### config.mk
export PLATFORM = sky130hd
export DESIGN_NAME = wr_ddr_burst_arbiter_flat
export DESIGN_NICKNAME = d
export VERILOG_FILES = /design/src/rtl/wr_ddr_burst_arbiter_if.sv /design/src/rtl/wr_ddr_burst_arbiter.sv /design/src/flat_wrapper.sv
export SDC_FILE = /design/constraint.sdc
export NUM_CORES = 1
export LEC_CHECK = 0
export ABC_CLOCK_PERIOD_IN_PS = 13300
export CAP_MARGIN = 20
export CORE_AREA = 4 4 574 576
export DETAILED_ROUTE_END_ITERATION = 7
export DIE_AREA = 0 0 578 580
export GPL_TIMING_DRIVEN = 0
export PLACE_DENSITY_LB_ADDON = 0.3
export REMOVE_ABC_BUFFERS = 1
export SKIP_CTS_REPAIR_TIMING = 1
export SLEW_MARGIN = 0
export SYNTH_ARGS = -nofsm -noshare
export SYNTH_HDL_FRONTEND = slang
export SYNTH_SLANG_ARGS = --single-unit
### constraint.sdc
create_clock -name rd_clk -period 13.3 [get_ports rd_clk]
set_input_delay 2.66 -clock rd_clk [delete_from_list [all_inputs] [get_ports rd_clk]]
set_output_delay 2.66 -clock rd_clk [all_outputs]
set_load 0.005 [all_outputs]
### src/rtl/wr_ddr_burst_arbiter_if.sv
// rtl/wr_ddr_burst_arbiter_if.sv - AXI4 write-channel bundle between the burst arbiter and the DDR controller
//
// Purpose: groups the AW, W and B channel signals of a single-ID AXI4 write master.
// Ports (signals):
//   awaddr/awlen/awvalid/awready : write address channel
//   wdata/wvalid/wlast/wready    : write data channel
//   bvalid/bresp/bready          : write response channel
// Modports: master (arbiter side), slave (DDR controller side).

interface wr_ddr_burst_arbiter_if #(
    parameter int ADDR_W = 28,
    parameter int DATA_W = 256
);
    logic [ADDR_W-1:0] awaddr;
    logic [7:0]        awlen;
    logic              awvalid;
    logic              awready;
    logic [DATA_W-1:0] wdata;
    logic              wvalid;
    logic              wlast;
    logic              wready;
    logic              bvalid;
    logic [1:0]        bresp;
    logic              bready;

    modport master (
        output awaddr, awlen, awvalid,
        input  awready,
        output wdata, wvalid, wlast,
        input  wready,
        input  bvalid, bresp,
        output bready
    );

    modport slave (
        input  awaddr, awlen, awvalid,
        output awready,
        input  wdata, wvalid, wlast,
        output wready,
        output bvalid, bresp,
        input  bready
    );
endinterface

### src/rtl/wr_ddr_burst_arbiter.sv
// rtl/wr_ddr_burst_arbiter.sv - round-robin write-burst scheduler draining per-channel FIFOs into one AXI4 write master
//
// Purpose: picks a channel with a full burst buffered, issues one fixed-length INCR
// burst at that channel's current frame-buffer address, pops the FIFO beat by beat,
// then waits for the write response before arbitrating again.
// Ports:
//   rd_clk, rd_rst      : clock, asynchronous active-high reset
//   cfg_base            : per-channel frame base address (quasi-static)
//   frame_start         : per-channel pulse restarting the address at base
//   ch_burst_rdy        : per-channel "full burst buffered" level
//   fifo_rd_data/vld/en : FIFO read side, channel 0 in the LSBs
//   m                   : AXI4 write master (AW/W/B)
//   busy, cur_ch        : status (not idle, granted channel)
//   err_pulse           : one-cycle pulse on a non-OKAY write response

module wr_ddr_burst_arbiter #(
    parameter int CH_NUM       = 4,
    parameter int DATA_W       = 256,
    parameter int ADDR_W       = 28,
    parameter int BURST_LEN    = 16,
    parameter int FRAME_BURSTS = 8100
) (
    input  logic                       rd_clk,
    input  logic                       rd_rst,
    input  logic [CH_NUM*ADDR_W-1:0]   cfg_base,
    input  logic [CH_NUM-1:0]          frame_start,
    input  logic [CH_NUM-1:0]          ch_burst_rdy,
    input  logic [CH_NUM*DATA_W-1:0]   fifo_rd_data,
    input  logic [CH_NUM-1:0]          fifo_rd_vld,
    output logic [CH_NUM-1:0]          fifo_rd_en,
    wr_ddr_burst_arbiter_if.master     m,
    output logic                       busy,
    output logic [2:0]                 cur_ch,
    output logic                       err_pulse
);

    localparam int CH_IDX_W = (CH_NUM > 1) ? $clog2(CH_NUM) : 1;
    localparam int IDX_W    = $clog2(FRAME_BURSTS);

    localparam logic [ADDR_W-1:0] BURST_BYTES = ADDR_W'(BURST_LEN * DATA_W / 8);
    localparam logic [IDX_W-1:0]  LAST_IDX    = IDX_W'(FRAME_BURSTS - 1);
    localparam logic [7:0]        LAST_BEAT   = 8'(BURST_LEN - 1);

    localparam logic [1:0] ST_IDLE = 2'd0;
    localparam logic [1:0] ST_AW   = 2'd1;
    localparam logic [1:0] ST_W    = 2'd2;
    localparam logic [1:0] ST_B    = 2'd3;

    logic [1:0]          state;
    logic [CH_IDX_W-1:0] cur_idx;
    logic [CH_IDX_W-1:0] last_grant;
    logic [ADDR_W-1:0]   awaddr_q;
    logic [7:0]          beat_cnt;

    logic [ADDR_W-1:0]   off  [CH_NUM];
    logic [IDX_W-1:0]    bidx [CH_NUM];
    logic [CH_NUM-1:0]   pending;

    logic                gnt_found;
    logic [CH_IDX_W-1:0] gnt_idx;
    logic [CH_NUM-1:0]   own;
    logic                aw_hs;
    logic                w_hs;
    logic                b_done;

    // Round-robin search starting one past the last granted channel.
    always_comb begin
        logic [CH_IDX_W-1:0] cand;
        cand      = '0;
        gnt_found = 1'b0;
        gnt_idx   = '0;
        for (int k = 1; k <= CH_NUM; k++) begin
            cand = CH_IDX_W'((int'(last_grant) + k) % CH_NUM);
            if (!gnt_found && ch_burst_rdy[cand]) begin
                gnt_found = 1'b1;
                gnt_idx   = cand;
            end
        end
    end

    // own[i]: channel i holds the bus, so a frame_start on it must be deferred.
    always_comb begin
        own = '0;
        for (int i = 0; i < CH_NUM; i++) begin
            own[i] = busy && (cur_idx == CH_IDX_W'(i));
        end
    end

    assign busy      = (state != ST_IDLE);
    assign cur_ch    = 3'(cur_idx);

    assign m.awvalid = (state == ST_AW);
    assign m.awaddr  = awaddr_q;
    assign m.awlen   = LAST_BEAT;
    assign m.wvalid  = (state == ST_W) && fifo_rd_vld[cur_idx];
    assign m.wdata   = fifo_rd_data[cur_idx*DATA_W +: DATA_W];
    assign m.wlast   = (state == ST_W) && (beat_cnt == LAST_BEAT);
    assign m.bready  = (state == ST_B);

    assign aw_hs     = (state == ST_AW) && m.awready;
    assign w_hs      = m.wvalid && m.wready;
    assign b_done    = (state == ST_B) && m.bvalid;
    assign err_pulse = b_done && (m.bresp != 2'b00);

    always_comb begin
        fifo_rd_en = '0;
        if (w_hs) begin
            fifo_rd_en[cur_idx] = 1'b1;
        end
    end

    always_ff @(posedge rd_clk or posedge rd_rst) begin
        if (rd_rst) begin
            state      <= ST_IDLE;
            cur_idx    <= '0;
            last_grant <= CH_IDX_W'(CH_NUM - 1);
            awaddr_q   <= '0;
            beat_cnt   <= '0;
        end else begin
            case (state)
                ST_IDLE: begin
                    if (gnt_found) begin
                        cur_idx <= gnt_idx;
                        // A frame_start arriving with the grant clears the offset
                        // this same cycle, so the address must already use zero.
                        awaddr_q <= cfg_base[gnt_idx*ADDR_W +: ADDR_W]
                                  + (frame_start[gnt_idx] ? '0 : off[gnt_idx]);
                        state    <= ST_AW;
                    end
                end
                ST_AW: begin
                    if (m.awready) begin
                        beat_cnt <= '0;
                        state    <= ST_W;
                    end
                end
                ST_W: begin
                    if (w_hs) begin
                        if (m.wlast) begin
                            state <= ST_B;
                        end else begin
                            beat_cnt <= beat_cnt + 8'd1;
                        end
                    end
                end
                default: begin
                    if (m.bvalid) begin
                        last_grant <= cur_idx;
                        state      <= ST_IDLE;
                    end
                end
            endcase
        end
    end

    // Per-channel frame position. The owning channel's restart is held in
    // pending until the response returns, which also discards the increment
    // made at its AW handshake.
    always_ff @(posedge rd_clk or posedge rd_rst) begin
        if (rd_rst) begin
            for (int i = 0; i < CH_NUM; i++) begin
                off[i]  <= '0;
                bidx[i] <= '0;
            end
            pending <= '0;
        end else begin
            for (int i = 0; i < CH_NUM; i++) begin
                if (frame_start[i] && !own[i]) begin
                    off[i]  <= '0;
                    bidx[i] <= '0;
                end else if (own[i]) begin
                    if (aw_hs) begin
                        if (bidx[i] == LAST_IDX) begin
                            off[i]  <= '0;
                            bidx[i] <= '0;
                        end else begin
                            off[i]  <= off[i] + BURST_BYTES;
                            bidx[i] <= bidx[i] + IDX_W'(1);
                        end
                    end
                    if (frame_start[i]) begin
                        pending[i] <= 1'b1;
                    end
                    if (b_done && (pending[i] || frame_start[i])) begin
                        off[i]     <= '0;
                        bidx[i]    <= '0;
                        pending[i] <= 1'b0;
                    end
                end
            end
        end
    end

endmodule

### src/flat_wrapper.sv
// flat-port wrapper written by rule: the top's interface ports become plain ports
module wr_ddr_burst_arbiter_flat 
#(
    parameter int CH_NUM       = 4,
    parameter int DATA_W       = 256,
    parameter int ADDR_W       = 28,
    parameter int BURST_LEN    = 16,
    parameter int FRAME_BURSTS = 8100
)
  (rd_clk, rd_rst, cfg_base, frame_start, ch_burst_rdy, fifo_rd_data, fifo_rd_vld, fifo_rd_en, busy, cur_ch, err_pulse, m_awaddr, m_awlen, m_awvalid, m_awready, m_wdata, m_wvalid, m_wlast, m_wready, m_bvalid, m_bresp, m_bready);
  wr_ddr_burst_arbiter_if #(.ADDR_W(ADDR_W), .DATA_W(DATA_W)) m_i ();
  input  logic rd_clk;
  input  logic rd_rst;
  input  logic [CH_NUM*ADDR_W-1:0] cfg_base;
  input  logic [CH_NUM-1:0] frame_start;
  input  logic [CH_NUM-1:0] ch_burst_rdy;
  input  logic [CH_NUM*DATA_W-1:0] fifo_rd_data;
  input  logic [CH_NUM-1:0] fifo_rd_vld;
  output logic [CH_NUM-1:0] fifo_rd_en;
  output logic busy;
  output logic [2:0] cur_ch;
  output logic err_pulse;
  output wire logic [$bits(m_i.awaddr)-1:0] m_awaddr;
  output wire logic [$bits(m_i.awlen)-1:0] m_awlen;
  output wire logic [$bits(m_i.awvalid)-1:0] m_awvalid;
  input wire logic [$bits(m_i.awready)-1:0] m_awready;
  output wire logic [$bits(m_i.wdata)-1:0] m_wdata;
  output wire logic [$bits(m_i.wvalid)-1:0] m_wvalid;
  output wire logic [$bits(m_i.wlast)-1:0] m_wlast;
  input wire logic [$bits(m_i.wready)-1:0] m_wready;
  input wire logic [$bits(m_i.bvalid)-1:0] m_bvalid;
  input wire logic [$bits(m_i.bresp)-1:0] m_bresp;
  output wire logic [$bits(m_i.bready)-1:0] m_bready;
  assign m_awaddr = m_i.awaddr;
  assign m_awlen = m_i.awlen;
  assign m_awvalid = m_i.awvalid;
  assign m_i.awready = m_awready;
  assign m_wdata = m_i.wdata;
  assign m_wvalid = m_i.wvalid;
  assign m_wlast = m_i.wlast;
  assign m_i.wready = m_wready;
  assign m_i.bvalid = m_bvalid;
  assign m_i.bresp = m_bresp;
  assign m_bready = m_i.bready;
  wr_ddr_burst_arbiter #(.CH_NUM(CH_NUM), .DATA_W(DATA_W), .ADDR_W(ADDR_W), .BURST_LEN(BURST_LEN), .FRAME_BURSTS(FRAME_BURSTS)) u_core (.rd_clk(rd_clk), .rd_rst(rd_rst), .cfg_base(cfg_base), .frame_start(frame_start), .ch_burst_rdy(ch_burst_rdy), .fifo_rd_data(fifo_rd_data), .fifo_rd_vld(fifo_rd_vld), .fifo_rd_en(fifo_rd_en), .m(m_i), .busy(busy), .cur_ch(cur_ch), .err_pulse(err_pulse));
endmodule
# Word level (Yosys, flattened, before mapping)
# Index checks and enable logic that the tools add are counted.
# op_classes
n_addsub,14
multipliers,1
order_cmp,8
n_eq_ne,16
n_shift,2
mux,85
bitwise,6
reduce_logical,64
# ops
op,count
$shiftx 1024x11->256,1
$mux 28,23
$mux 13,20
$add 28x10->28 const B,4
$shiftx 112x8->28,1
$bmux 28 s2,1
$add 13x1->13 const B,4
$eq 13x13->1 const B,4
$add 28x28->28,1
$mux 8,3
$logic_and 1x1->1,22
$reduce_bool 2->1,11
$mux 1,19
$lt 2x3->1 const B,6
$mux 2,9
$pmux 8 s2,1
$bmux 1 s2,6
$reduce_and 2->1,6
$reduce_and 3->1,4
$reduce_bool 3->1,4
$add 8x1->8 const B,1
$eq 2x2->1 const B,4
$eq 8x4->1 const B,1
$logic_not 1->1,7
other kinds (19),33
# totals
reg_bits,210
in_bits,1155

# Depth between registers and ports, before layout
# Gate-level depths: netlist (run 1).
# depth
word_depth,19
depth_mapped,17
mapped_depth_nobuf,15

# Least setup slack after synthesis (run 1)
# OpenSTA, ideal clock, no wires.
# synth_timing
kind,in2reg
startpoint,input ch_burst_rdy[2]
endpoint,"register u_core.awaddr_q[27], in the netlist u_core.m.awaddr[27]"
setup_ps,131
arrival_ps,6147
required_ps,13169
setup_slack_ps,7021
path_stages,16
path_cell_list,nand2b_1 a21boi_1 o21ai_1 clkbuf_4 buf_4 mux4_2 nor2b_1 ha_1 clkbuf_1 a21oi_1 o21ai_0 a211o_1 a21o_1 o31a_1 nand4_1 or3b_1
# synth_via
elab_chain_cells,18
# synth_lines
element,line,source
start: declaration,flat_wrapper.sv:16,input logic [CH_NUM-1:0] ch_burst_rdy;
"parallel branches: the longest is 18 deep, another holds $bmux 1 s2",--,
end signal: assignment,wr_ddr_burst_arbiter.sv:126,awaddr_q <= cfg_base[gnt_idx*ADDR_W +: ADDR_W]
end: declaration,wr_ddr_burst_arbiter.sv:52,logic [ADDR_W-1:0] awaddr_q;
# Parallel ways; which one is timed is not known. The select of a mux whose other input is x is not followed.
# A chain may end at the register's enable or synchronous reset.

# Final worst setup path (run 1)
# layout_timing
startpoint,input fifo_rd_vld[1]
endpoint,output fifo_rd_en[2]
# layout_via
elab_chain_cells,5
# layout_lines
element,line,source
start: declaration,flat_wrapper.sv:18,input logic [CH_NUM-1:0] fifo_rd_vld;
$bmux 1 s2,wr_ddr_burst_arbiter.sv:95,assign m.wvalid = (state == ST_W) && fifo_rd_vld[cur_idx];
$mux 1 (implied by the code),wr_ddr_burst_arbiter.sv:95,
$logic_and 1x1->1,wr_ddr_burst_arbiter.sv:95,
$logic_and 1x1->1,wr_ddr_burst_arbiter.sv:101,assign w_hs = m.wvalid && m.wready;
$mux 4,wr_ddr_burst_arbiter.sv:107,if (w_hs) begin
end: declaration,flat_wrapper.sv:19,output logic [CH_NUM-1:0] fifo_rd_en;
# No other way between the ends. The select of a mux whose other input is x is not followed.

==> results of run 1 <==
-- synthesized netlist by cell type (11+ instances only) --
cell,instances,share of area
nor2b_1,27,0.0096
and2_1,39,0.014
buf_2,16,0.0046
ha_1,41,0.029
a21o_1,15,0.0064
dfrtp_1,172,0.25
mux2i_1,15,0.0086
clkbuf_1,84,0.018
a211oi_1,34,0.015
a22o_1,12,0.0060
nand3_1,48,0.014
xnor2_1,29,0.014
buf_1,25,0.0054
a31oi_1,38,0.014
buf_4,11,0.0047
nand2_1,192,0.041
o21a_1,14,0.0060
mux4_2,275,0.35
a21oi_1,66,0.019
o21ai_0,143,0.041
and3_1,23,0.0082
xor2_1,40,0.020
or3_1,24,0.0086
nor3_1,15,0.0043
nand4_1,42,0.015
inv_1,18,0.0039
nor2_1,101,0.022
-- worst max-delay path by stage --
| stage | start | to | depth (start not counted) |
|---|---|---|---|
| after CTS | fifo_rd_vld[1] | fifo_rd_en[2] | 6 |
| after detailed placement | fifo_rd_vld[1] | fifo_rd_en[2] | 6 |
| after global placement | u_core.cur_idx[0]$_DFFE_PP0P_ | fifo_rd_en[2] | 5 |
| final | fifo_rd_vld[1] | fifo_rd_en[2] | 6 |
| after global routing | fifo_rd_vld[0] | fifo_rd_en[2] | 6 |
| after floorplan | u_core.cur_idx[0]$_DFFE_PP0P_ | fifo_rd_en[2] | 4 |
-- sequential cells by signal, summed over array words and instances (netlist names) --
name,flops
u_core.m.awaddr,28
u_core.last_grant,2
u_core.off,76
u_core.state,2
u_core.pending,4
u_core.bidx,52
u_core.beat_cnt,8
u_core.cur_idx,2
-- kinds of logic after synthesis --
group / Yosys count / share of synthesized area
simple gates: 557 / 0.157
compound gates: 372 / 0.128
mux: 293 / 0.364
flops: 174 / 0.248
buf+inv: 156 / 0.0375
xor+xnor: 69 / 0.0345
fa+ha+maj: 42 / 0.0304
other cells: 2 / 0.000428
-- final cells by class --
class	count	area (µm²)
Clock inverter	13	163
Sequential cell	174	4360
Timing Repair Buffer	1480	15200
Clock buffer	19	453
Inverter	18	75.1
Antenna cell	175	438
Fill cell	37100	285000
Tap cell	4325	5410
Multi-Input combinational cell	1352	12600
-- worst max-delay path: cells and delay by family --
family,cells,cell delay [ns]
AND/OR/NAND/NOR,3,0.91
buffers and inverters,2,1.29
multiplexers,1,0.37
-- layout by cell type, fill, tap and decap left out, types with 14 or more instances in the layout --
cell                n
xnor2_1            29
nand4_1            42
and3_1             23
nand3_1            48
a31oi_1            38
o21ai_0           143
buf_16             18
mux2i_1            14
and2_1             40
o21a_1             14
nand2_1           192
clkdlybuf4s50_1  1450
or3_1              24
nor2b_1            27
conb_1             19
nor3_1             15
diode_2           175
mux4_2            275
inv_1              17
nor2_1            100
clkbuf_16          17
dfrtp_1           170
a211oi_1           34
ha_1               41
a21o_1             15
a21oi_1            66
xor2_1             40
-- where the power goes --
part	switching [mW]	total, mW	internal [mW]
sequential	0.129	0.749	0.620
clock	0.244	0.550	0.306
combinational	3.35	5.57	2.22
total	3.72	6.87	3.14
-- routing by layer --
layer / global-route usage / routed length [µm] / vias to the layer above
li1: - / - / 9475
met1: 0.198 / 116000 / 11900
met2: 0.405 / 198000 / 1794
met3: 0.0886 / 37300 / 789
met4: 0.0781 / 16600 / 206
met5: 0 / 1330 / -
==> summary.txt, run 1 <==
Outcome
  – Status: finished, final reports clean

Die
  – Io pins: 1460
  – Row count: 209
  – Die Width: 578 µm
  – DIE AREA: 335000 µm²
  – Core ar.: 324000 µm²
  – Die height: 580 µm
  – Initial Util: 0.0542

Timing
  – Hold WS: 0.478 ns
  – Final slew viol count: 0
  – Tightest Pin Transition: 1.09 ns
  – Layout Skew: 0.0151 ns
  – Hold Vio Cnt, Final: 0
  – Setup tns final: 0 ns
  – Setup violators final: 0
  – Final Cycle Share: 0.595
  – RSZ-0062 raised after global routing: false
  – Fmax: 126 MHz
  – Slew margin rel.: 0.274
  – Period minus WS final: 7.91 ns
  – Worst setup margin: 5.39 ns

Power and ir drop
  – Max VDD drop: 0.110 mV
  – Lkg Pwr: 12.8 nW
  – Power Dens Cells: 177 nW/µm²
  – Total power: 6.87 mW

Worst setup path
  – Crit-path cells: clkdlybuf4s50_1 > mux4_2 > and2_1 > nand2_1 > nor3b_1 > clkdlybuf4s50_1
  – Most used cell, CP: clkdlybuf4s50_1
  – Setup crit start kind: input pin
  – Worst Reg-to-Reg Cells: 16
  – Crit path DAT: 5.25 ns
  – Crit. End Element: output pin
  – CP max stage cell: clkdlybuf4s50_1
  – Worst EP required: 10.64 ns
  – Crit path kind: in -> out
  – Max incr delay on CP: 0.74 ns
  – R2R Path Start: u_core.last_grant[1]$_DFFE_PP1P_
  – Crit-path max FO: 3
  – RR Endpoint: u_core.m.awaddr[27]$_DFFE_PP0P_
  – Flop-to-flop setup slack: 8.20 ns

Logic synthesis
  – Top FF cell, synth: dfrtp_1
  – Synthesized instance count: 1665
  – Async SR Flop Fraction: 1.00
  – Yosys Warn Count: 0
  – Seq/Total Area, Yosys: 0.248
  – Post-Syn Area: 17500 µm²
  – Average size of a mapped cell: 10.5 µm²
  – Number of library cell types mapped by synthesis: 70
  – Post-synth EDFFs: 0
  – Number of synthesized register bits: 174

Hold path
  – Hold Path Sink: u_core.m.awaddr[15]$_DFFE_PP0P_
  – Hold path depth: 2
  – Min-delay src: u_core.m.awaddr[15]$_DFFE_PP0P_
  – Worst Hold Class: reg -> reg

Routing
  – Number of remaining DRC errors: 0
  – Vias: 24.1k
  – DR vias/cell: 3.19
  – Detailed-route wire length per cell: 48.9 µm
  – DRT Pass-1 Iters: 5
  – DRT iter0 DRCs: 2139
  – WL final: 370000 µm
  – Routed Antenna Nets: 0

Layout
  – Finished Layout Cells: 7556
  – NumNets Final: 4240
  – End-of-flow core utilization: 0.120
  – Share of post-route cells with drive strength above 1: 0.118
  – Final instance area: 38700 µm²
  – Synthesis-to-layout area growth: 121%

Clock network
  – Root buffer cell: clkbuf_16
  – Worst skew pair latency: 0.48 ns
  – Clock Path Buffers: 2
  – CTS tree: built
  – CTS Buf Count: 17
  – Clock slew seen by the registers of the worst setup and hold paths: 0.06 ns
  – Clock tree sinks: 174
  – CTS H-tree depth: 4

Placement
  – Pre-CTS setup slack: 5.18 ns
  – IO Port Bufs: 1450
  – DP Cell Count: 7349
  – Gpl congestion: 1.02
  – Detailed Place HPWL: 347000 µm
  – Post-DP Area: 37700 µm²

Global route
  – Initial antenna violation count: 477
  – Largest net degree at the start of global routing: 91
  – Gr usage total: 0.212
  – First-pass GRT wire length: 420000 µm
  – Overflow left after global routing: 0
  – Vias in the first global route: 22.3k

Job
  – Number of max-cap violations: 0
Note: power is estimated with default switching activity, not from simulation.
==> inputs of run 2 (changes only) <==
--- a/config.mk
+++ b/config.mk
@@ -5,11 +5,11 @@
 export SDC_FILE = /design/constraint.sdc
 export NUM_CORES = 1
 export LEC_CHECK = 0
-export ABC_CLOCK_PERIOD_IN_PS = 13300
+export ABC_CLOCK_PERIOD_IN_PS = 6660
 export CAP_MARGIN = 20
-export CORE_AREA = 4 4 574 576
+export CORE_AREA = 4 4 559 561
 export DETAILED_ROUTE_END_ITERATION = 7
-export DIE_AREA = 0 0 578 580
+export DIE_AREA = 0 0 563 565
 export GPL_TIMING_DRIVEN = 0
 export PLACE_DENSITY_LB_ADDON = 0.3
 export REMOVE_ABC_BUFFERS = 1
==> constraint.sdc (replaced) <==
create_clock -name rd_clk -period 6.66 [get_ports rd_clk]
set_input_delay 1.332 -clock rd_clk [delete_from_list [all_inputs] [get_ports rd_clk]]
set_output_delay 1.332 -clock rd_clk [all_outputs]
set_load 0.005 [all_outputs]
==> summary.txt, run 2 (synthesis gave the netlist of run 1 again) <==
Timing
  – Layout Skew: 0.0152 ns (+0.000120 ns)
  – RSZ-0062 raised after global routing: false
  – Final slew viol count: 0 (unchanged)
  – Fmax: 170 MHz
  – Tightest Pin Transition: 1.06 ns (-0.0259 ns)
  – Slew margin rel.: 0.289 (+0.0151)
  – Hold Vio Cnt, Final: 0 (unchanged)
  – Setup violators final: 0 (unchanged)
  – Hold WS: 0.479 ns (+0.000944 ns)
  – Period minus WS final: 5.87 ns
  – Worst setup margin: 0.790 ns (-4.60 ns)
  – Setup tns final: 0 ns (unchanged)
  – Final Cycle Share: 0.881

Global route
  – Largest net degree at the start of global routing: 106 (+16%)
  – First-pass GRT wire length: 408000 µm (-2.9%)
  – Gr usage total: 0.217 (+0.00509)
  – Initial antenna violation count: 459 (-3.8%)
  – Vias in the first global route: 22.2k (-0.25%)
  – Overflow left after global routing: 0 (unchanged)

Clock network
  – Root buffer cell: clkbuf_16
  – CTS H-tree depth: 4 (unchanged)
  – CTS tree: built
  – Clock tree sinks: 174 (unchanged)
  – CTS Buf Count: 17 (unchanged)
  – Clock Path Buffers: 2 (unchanged)
  – Worst skew pair latency: 0.48 ns (about the same)
  – Clock slew seen by the registers of the worst setup and hold paths: 0.09 ns (+0.03 ns)

Placement
  – Detailed Place HPWL: 339000 µm (-2.3%)
  – Pre-CTS setup slack: 0.336 ns (-4.84 ns)
  – Gpl congestion: 1.03 (+0.65%)
  – IO Port Bufs: 1450 (unchanged)

Worst setup path
  – CP max stage cell: clkdlybuf4s50_1
  – Worst EP required: 7.01 ns (-3.63 ns)
  – Max incr delay on CP: 0.69 ns (-0.05 ns)
  – Crit-path cells: clkdlybuf4s50_1 > a21oi_2 > o31a_2 > buf_16 > mux2i_1 > mux2i_2 > buf_6 > nor2b_1 > ha_1 > a21oi_1 > and3b_1 > a211oi_1 > a21oi_1 > o31a_1 > nand4_1 > or3b_1
  – Crit-path max FO: 17 (+14)
  – Crit path DAT: 6.22 ns (+0.97 ns)
  – Setup crit start kind: input pin
  – Crit. End Element: flip-flop
  – Crit path kind: in -> reg
  – Most used cell, CP: a21oi_1
  – Flop-to-flop setup slack: 1.66 ns (-6.54 ns)

Routing
  – Routed Antenna Nets: 0 (unchanged)
  – DRT iter0 DRCs: 1920 (-10%)
  – DR vias/cell: 3.27 (+2.3%)
  – Number of remaining DRC errors: 0 (unchanged)
  – Vias: 24.2k (+0.24%)
  – DRT Pass-1 Iters: 7 (+2)
  – Detailed-route wire length per cell: 48.9 µm (about the same)
  – WL final: 362000 µm (-2.1%)

Power and ir drop
  – Total power: 13.4 mW (+95%)
  – Lkg Pwr: 12.8 nW (+0.38%)
  – Max VDD drop: 0.191 mV (+74%)
  – Power Dens Cells: 346 nW/µm² (+95%)

Layout
  – NumNets Final: 4246 (+0.14%)
  – Largest Register: u_core.off
  – Max reg flops: 76 (unchanged)
  – End-of-flow core utilization: 0.126 (+0.00615)
  – Share of post-route cells with drive strength above 1: 0.121 (+0.00271)
  – Filler Cell Count: 35.1k (-5.5%)
  – Most common cell after layout, fill and taps aside: clkdlybuf4s50_1
  – Commonest cells after routing, fill and taps aside: clkdlybuf4s50_1, mux4_2, nand2_1
  – Synthesis-to-layout area growth: 121% (about the same)

Die
  – Initial Util: 0.0570 (+0.00280)
  – DIE AREA: 318000 µm² (-5.1%)
  – Io pins: 1460 (unchanged)
  – Core ar.: 308000 µm² (-4.9%)
  – Die Width: 563 µm (-2.6%)
  – Die height: 565 µm (-2.6%)
  – Row count: 204 (-2.4%)

Job
  – Number of max-cap violations: 0 (unchanged)

Hold path
  – Worst Hold Class: reg -> reg

Outcome
  – Status: finished, final reports clean
-- run 2: cell count changes in the layout (fill, tap and decap cells not counted), moves of 2 or more --
cell       delta
inv_8         +2
bufinv_16     -2
buf_16        +3
a31oi_2       +3
clkinv_2      -3
diode_2      +47
clkinv_4      +2
a31oi_1       -3
buf_6         +2
-- run 2: critical path, delay by kind of cell --
family / cells / cell delay (ns)
buffers and inverters: 3 / 1.18
muxes: 2 / 0.55
and+or+nand+nor: 4 / 0.77
AOI/OAI and AO/OA: 6 / 1.98
adders and majority gates: 1 / 0.35
-- run 2: metal layers --
metal / global-route usage / part of all wire / up-vias
met5: 0 / 0.0038 / -
li1: - / - / 9535
met4: 0.0865 / 0.051 / 212
met3: 0.0915 / 0.097 / 728
met1: 0.208 / 0.32 / 12000
met2: 0.408 / 0.53 / 1747
-- run 2: final cells by class --
cell class              count  area (µm²)  area share
diodes                    222         556      0.0143
clock buffers              18         439      0.0113
clock inverters            14         153     0.00394
inverters                  18        75.1     0.00194
multi-input cells        1352       12600       0.327
flip-flops and latches    174        4360       0.113
well taps                4120        5150       0.133
repair buffers           1486       15300       0.396
-- run 2: worst paths after layout --
path	start	to	depth (start not counted)
worst min-delay path	u_core.m.awaddr[13]$_DFFE_PP0P_	u_core.m.awaddr[13]$_DFFE_PP0P_	2
max in group asynchronous	rd_rst	u_core.cur_idx[1]$_DFFE_PP0P_	3
worst max-delay path	ch_burst_rdy[0]	u_core.m.awaddr[27]$_DFFE_PP0P_	16
min in group asynchronous	rd_rst	u_core.bidx[18]$_DFFE_PP0P_	2
worst max register to register	u_core.last_grant[1]$_DFFE_PP1P_	u_core.m.awaddr[27]$_DFFE_PP0P_	15
worst min register to register	u_core.m.awaddr[13]$_DFFE_PP0P_	u_core.m.awaddr[13]$_DFFE_PP0P_	2
-- run 2: where the power goes --
part / internal, mW / switching, mW
logic: 4.51 / 6.33
clock network: 0.539 / 0.531
registers: 1.24 / 0.266
total: 6.28 / 7.12
-- run 2: stage by stage --
step / instance area [µm²] / instances
floorplan: 17000 / 1544
global placement: 36700 / 7114
detailed placement: 37600 / 7150
CTS: 38200 / 7182
global route: 38700 / 7374
finish: 38700 / 7404
==> inputs of run 3 (changes only) <==
--- a/config.mk
+++ b/config.mk
@@ -8,6 +8,7 @@
 export ABC_CLOCK_PERIOD_IN_PS = 6660
 export CAP_MARGIN = 20
 export CORE_AREA = 4 4 559 561
+export CTS_CLUSTER_SIZE = 10
 export DETAILED_ROUTE_END_ITERATION = 7
 export DIE_AREA = 0 0 563 565
 export GPL_TIMING_DRIVEN = 0
==> results of run 3 <==
No change in the layout: final DEF, timing and power equal those of run 2.
==> patch 1, RTL diff (flow settings as in run 3) <==
`ADDR_W` is set to 28 in 3 places; all go to 14.
--- a/src/rtl/wr_ddr_burst_arbiter_if.sv
+++ b/src/rtl/wr_ddr_burst_arbiter_if.sv
@@ -10,3 +10,3 @@
 interface wr_ddr_burst_arbiter_if #(
-    parameter int ADDR_W = 28,
+    parameter int ADDR_W = 14,
     parameter int DATA_W = 256
--- a/src/rtl/wr_ddr_burst_arbiter.sv
+++ b/src/rtl/wr_ddr_burst_arbiter.sv
@@ -18,3 +18,3 @@
     parameter int DATA_W       = 256,
-    parameter int ADDR_W       = 28,
+    parameter int ADDR_W       = 14,
     parameter int BURST_LEN    = 16,
--- a/src/flat_wrapper.sv
+++ b/src/flat_wrapper.sv
@@ -5,3 +5,3 @@
     parameter int DATA_W       = 256,
-    parameter int ADDR_W       = 28,
+    parameter int ADDR_W       = 14,
     parameter int BURST_LEN    = 16,
Ports: changed (resized cfg_base and m_awaddr); port bits go from 1460 to 1390. The function was not compared with the original's and may differ.
==> patch 1 against run 3 <==
- critical path depth shrank 9
- count of clock-buffer cells in the layout shrank 9
- combinational power shrank 13%
- sequential share of layout area shrank 3.2 points
- via count shrank 26%
- power shrank 18%
- routed wire length shrank 32%
- core utilization shrank 2.1 points
- worst setup slack gained 0.33 ns
- final area shrank 17%
- area after synthesis shrank 28%
- sequential cell count shrank 70
- critical endpoint is now m_wdata[20]
==> patch 1: results (changes against run 3) <==
- Status: finished, final reports clean
- I/O Buffers: 1380 (-4.8%)
- Fill count: 35400 (+0.83%)
- R2R setup slack: 2.75 ns (+1.09 ns)
- Leakage Power: 0.01034 uW (-19%)
- Reg with most FFs: u_core.bidx
- Max FO, Critical Path: 48 (+31)
- Adder and majority cell fraction of the synthesized area: 2.821% (-0.22 points)
- Hold Crit Start: u_core.bidx[9]
- Dpl hpwl: 232.0 mm (-31%)
- Critical Path Max Stage Delay: 1.22 ns (+0.53 ns)
- Inverters: 16 (-2)
- Share of cells above drive strength 1: 13.98% (+1.9 points)
- Antenna violations before repair: 247 (-46%)
- Initial DRC count: 1129 (-41%)
- GRT Total Usage: 14.76% (-7.0 points)
- Reg2reg path depth: 12 (-3)
- Synth Area in Compound Gates: 11.53% (-1.3 points)
- Seq group: 1000 uW (-33%)
- Post-DP Area: 31890 sq um (-15%)
- Yosys reg bits: 104 (-40%)
- Sw Share: 53.20% (+0.062 points)
- Worst slack, placed: 1.097 ns (+0.7613 ns)
- Crit. Startpoint: u_core.cur_idx[1]
- Vias per cell: 2.711 (-17%)
- Fraction of cell area in non-clock buffers: 44.58% (+5.0 points)
- Post-Syn Instances: 1068 (-36%)
- Final estimated routing congestion in global placement: 1.024 (-0.44%)
- DR vias: 17830 (-26%)
- Post-synthesis mux area share: 48.95% (+13 points)
- Signal buffers: 1408 (-5.2%)
- Worst Path Arrival: 4.21 ns (-2.01 ns)
- Placed cells: 6514 (-8.9%)
- Layout clock buffers: 9 (-9)
## patch 1: critical path, delay by kind of cell (launching register included)
family,cells,cell delay (ns)
buf+inv,6,2.56
flops,1,0.68
mux,1,0.25
## patch 1: per-layer routing
layer  share of wire, %  wire length (microns)  global-route usage [%]  vias up
li1                   -                      -                       -     7112
met2                 45                 110900                   23.53     1354
met5               0.18                    435                       0        -
met3                 12                  30130                   7.402      414
met1                 39                  95430                   17.27     8882
met4                4.0                   9899                   4.488       66
## patch 1: worst max-delay path by stage
stage | to | slack (ns) | cells after the start
final | m_wdata[20] | 1.12 | 7
after global routing | m_wdata[81] | 0.81 | 6
after CTS | m_wdata[81] | 0.89 | 6
after detailed placement | u_core.m.awaddr[11] | 1.10 | 12
after global placement | m_wdata[34] | -13.18 | 2
after floorplan | fifo_rd_en[2] | -5.93 | 4
==> patch 2, RTL diff (flow settings as in run 3) <==
Without the edit above. Make the reset (`rd_rst`) synchronous in 2 clocked blocks. Comments in the files are not updated.
--- a/src/rtl/wr_ddr_burst_arbiter.sv
+++ b/src/rtl/wr_ddr_burst_arbiter.sv
@@ -111,3 +111,3 @@
 
-    always_ff @(posedge rd_clk or posedge rd_rst) begin
+    always_ff @(posedge rd_clk) begin
         if (rd_rst) begin
@@ -158,3 +158,3 @@
     // made at its AW handshake.
-    always_ff @(posedge rd_clk or posedge rd_rst) begin
+    always_ff @(posedge rd_clk) begin
         if (rd_rst) begin
Check against the original RTL: not settled (the Yosys comparison gave no result); the edit may change what the design does.
==> patch 2 against run 3 <==
- routed wire length down 15%
- final area fell by 1.6%
- combinational power decreased by 32%
- critical path depth up 2
- worst hold slack worse by 0.019 ns
- area after synthesis is 3.5% lower
- global-route usage shrank 3.4 points
- maximum frequency shrank 3.4%
- die area is the same
- clock power grew 4%
- sequential cell count is the same
- worst setup slack lost 0.21 ns
- clock skew is 0.014 ns higher
- power down 25%
- critical endpoint is now u_core.m.awaddr[26]
- largest cell class unchanged
==> patch 2: results (changes against run 3) <==
- Status: finished, final reports clean
- Top_reg_cell synth: edfxtp_1
- Synth Area in Compound Gates: 8.920% (-3.9 points)
- Adder and majority cell fraction of the synthesized area: 2.485% (-0.55 points)
- Clk_lat worst skew: 0.50 ns (+0.02 ns)
- First-pass GRT wire length: 350.1 mm (-14%)
- Vias per cell: 3.031 (-7.2%)
- Asr flop ratio synth: 0% (-100 points)
- Crit. Startpoint: ch_burst_rdy[2]
- Max-slew headroom: 23.43% (-5.5 points)
- Reg2reg path depth: 17 (+2)
- Yosys warning count: 0 (unchanged)
- Vias in the first global route: 21150 (-4.9%)
- Critical Path Max Stage Delay: 0.74 ns (+0.05 ns)
- Final layout net count: 4119 (-3.0%)
- Worst vdd ir: 0.0002120 V (+11%)
- Routed WL: 305.8 mm (-15%)
- Reg with most FFs: u_core.off
- H-tree depth: 4 (unchanged)
- Number of cells on the worst hold path: 2 (unchanged)
- Initial DRC count: 1451 (-24%)
- Max-Cap Viols: 0 (unchanged)
- Dpl hpwl: 286.6 mm (-15%)
- Max FFs per register: 76 (unchanged)
- Top post-synthesis cells by area: mux4_2 34%, edfxtp_1 23%, dfxtp_1 5.4%
- Commonest cells in the netlist: 257 x mux4_2, 181 x nor2_1, 166 x nand2_1, 128 x edfxtp_1, 81 x xor2_1
- Worst min path class: register to register
- Max FO, Critical Path: 31 (+14)
- Hold Crit Start: u_core.m.awaddr[16]
- Number of synthesized flops with an enable pin: 128 (+128)
- Share of cells above drive strength 1: 11.99% (-0.13 points)
- Largest net degree at the start of global routing: 58 (-45%)
- Clk pin slew, worst setup/hold paths: 0.08 ns
- I/O Buffers: 1450 (unchanged)
- GRT Total Usage: 18.34% (-3.4 points)
- Sequential share of the synthesized area: 28.17% (+3.3 points)
- Pre-antenna DRT Iters: 5 (-2)
- Crit path to: u_core.m.awaddr[26]
- CTS max path bufs: 2 (unchanged)
- Clk_skew: 0.02940 ns (+0.01421 ns)
- Hold EP: u_core.m.awaddr[16]
- Antenna violations before repair: 311 (-32%)
- Fin cells: 7159 (-3.3%)
- Final estimated routing congestion in global placement: 0.9680 (-5.9%)
- Synth unique cells: 60 (-14%)
- Reg2reg start: u_core.last_grant[1]
- R2r endpoint: u_core.m.awaddr[26]
- R2R setup slack: 1.51 ns (-0.15 ns)
- Post-synthesis mux area share: 34.69% (-1.7 points)
- CP top delay family: compound AO/OA/AOI/OAI gates
- Psw: 5142 uW (-28%)
- Mapped Avg Cell Area: 11.01 sq um (+4.5%)
- XOR/XNOR Fraction of Synth Area: 6.575% (+3.1 points)
- Placed cells: 7032 (-1.7%)
- CTS root buf: clkbuf_16
- Leakage Power: 0.01168 uW (-8.9%)
- Num CTS Buffers: 17 (unchanged)
- CP max stage cell: a31oi_1
==> patch 2: cell count changes after synthesis, sizes merged, moves of 19 or more <==
cell	before	now
nand2	192	166
a311oi	0	28
nand4	42	23
xor2	40	81
dfrtp	172	0
nor2	101	181
edfxtp	0	128
dfxtp	0	46
a211oi	34	54
o21ai	153	18
nand3	48	68
nor2b	27	4
==> patch 2: power by group through the flow <==
stage	Combinational (uW)	Clock [uW]	Sequential, uW
6_report	7380	1110	1570
5_1_grt	7850	1200	1590
4_1_cts	7650	1160	1570
3_5_place_dp	7590	0	1590
3_3_place_gp	6310	0	1880
2_1_floorplan	2310	0	1790
==> patch 2: routing by layer <==
metal	part of all wire, %	up-vias	track usage (%)	wire length [microns]
met5	0.16	-	0	493
met4	4.7	72	6.611	14250
met3	13	533	9.813	38230
met2	44	1498	28.45	133500
met1	39	10690	21.32	119300
li1	-	8910	-	-
==> patch 2: final cells by class <==
| cell class | count | area [sq um] |
|---|---|---|
| Antenna cell | 95 | 237.7 |
| Clock buffer | 18 | 450.4 |
| Clock inverter | 14 | 180.2 |
| Fill cell | 35130 | 269700 |
| Inverter | 21 | 78.83 |
| Multi-Input combinational cell | 1223 | 11640 |
| Sequential cell | 174 | 4772 |
| Tap cell | 4120 | 5155 |
| Timing Repair Buffer | 1494 | 15580 |
==> patch 2: stage by stage <==
step	TNS [ns]	cell area, sq um	worst slack, ns	total power [uW]	hold slack [ns]
after floorplan	-3207.66	16410	-6.765	4105	0.4422
after global placement	-7016.58	36080	-13.95	8191	0.4463
after detailed placement	-0.03605	37230	-0.03605	9175	0.4477
after CTS	0	37860	0.4981	10380	0.4622
after global routing	0	38010	0.3127	10640	0.4851
final	0	38100	0.5838	10050	0.4599
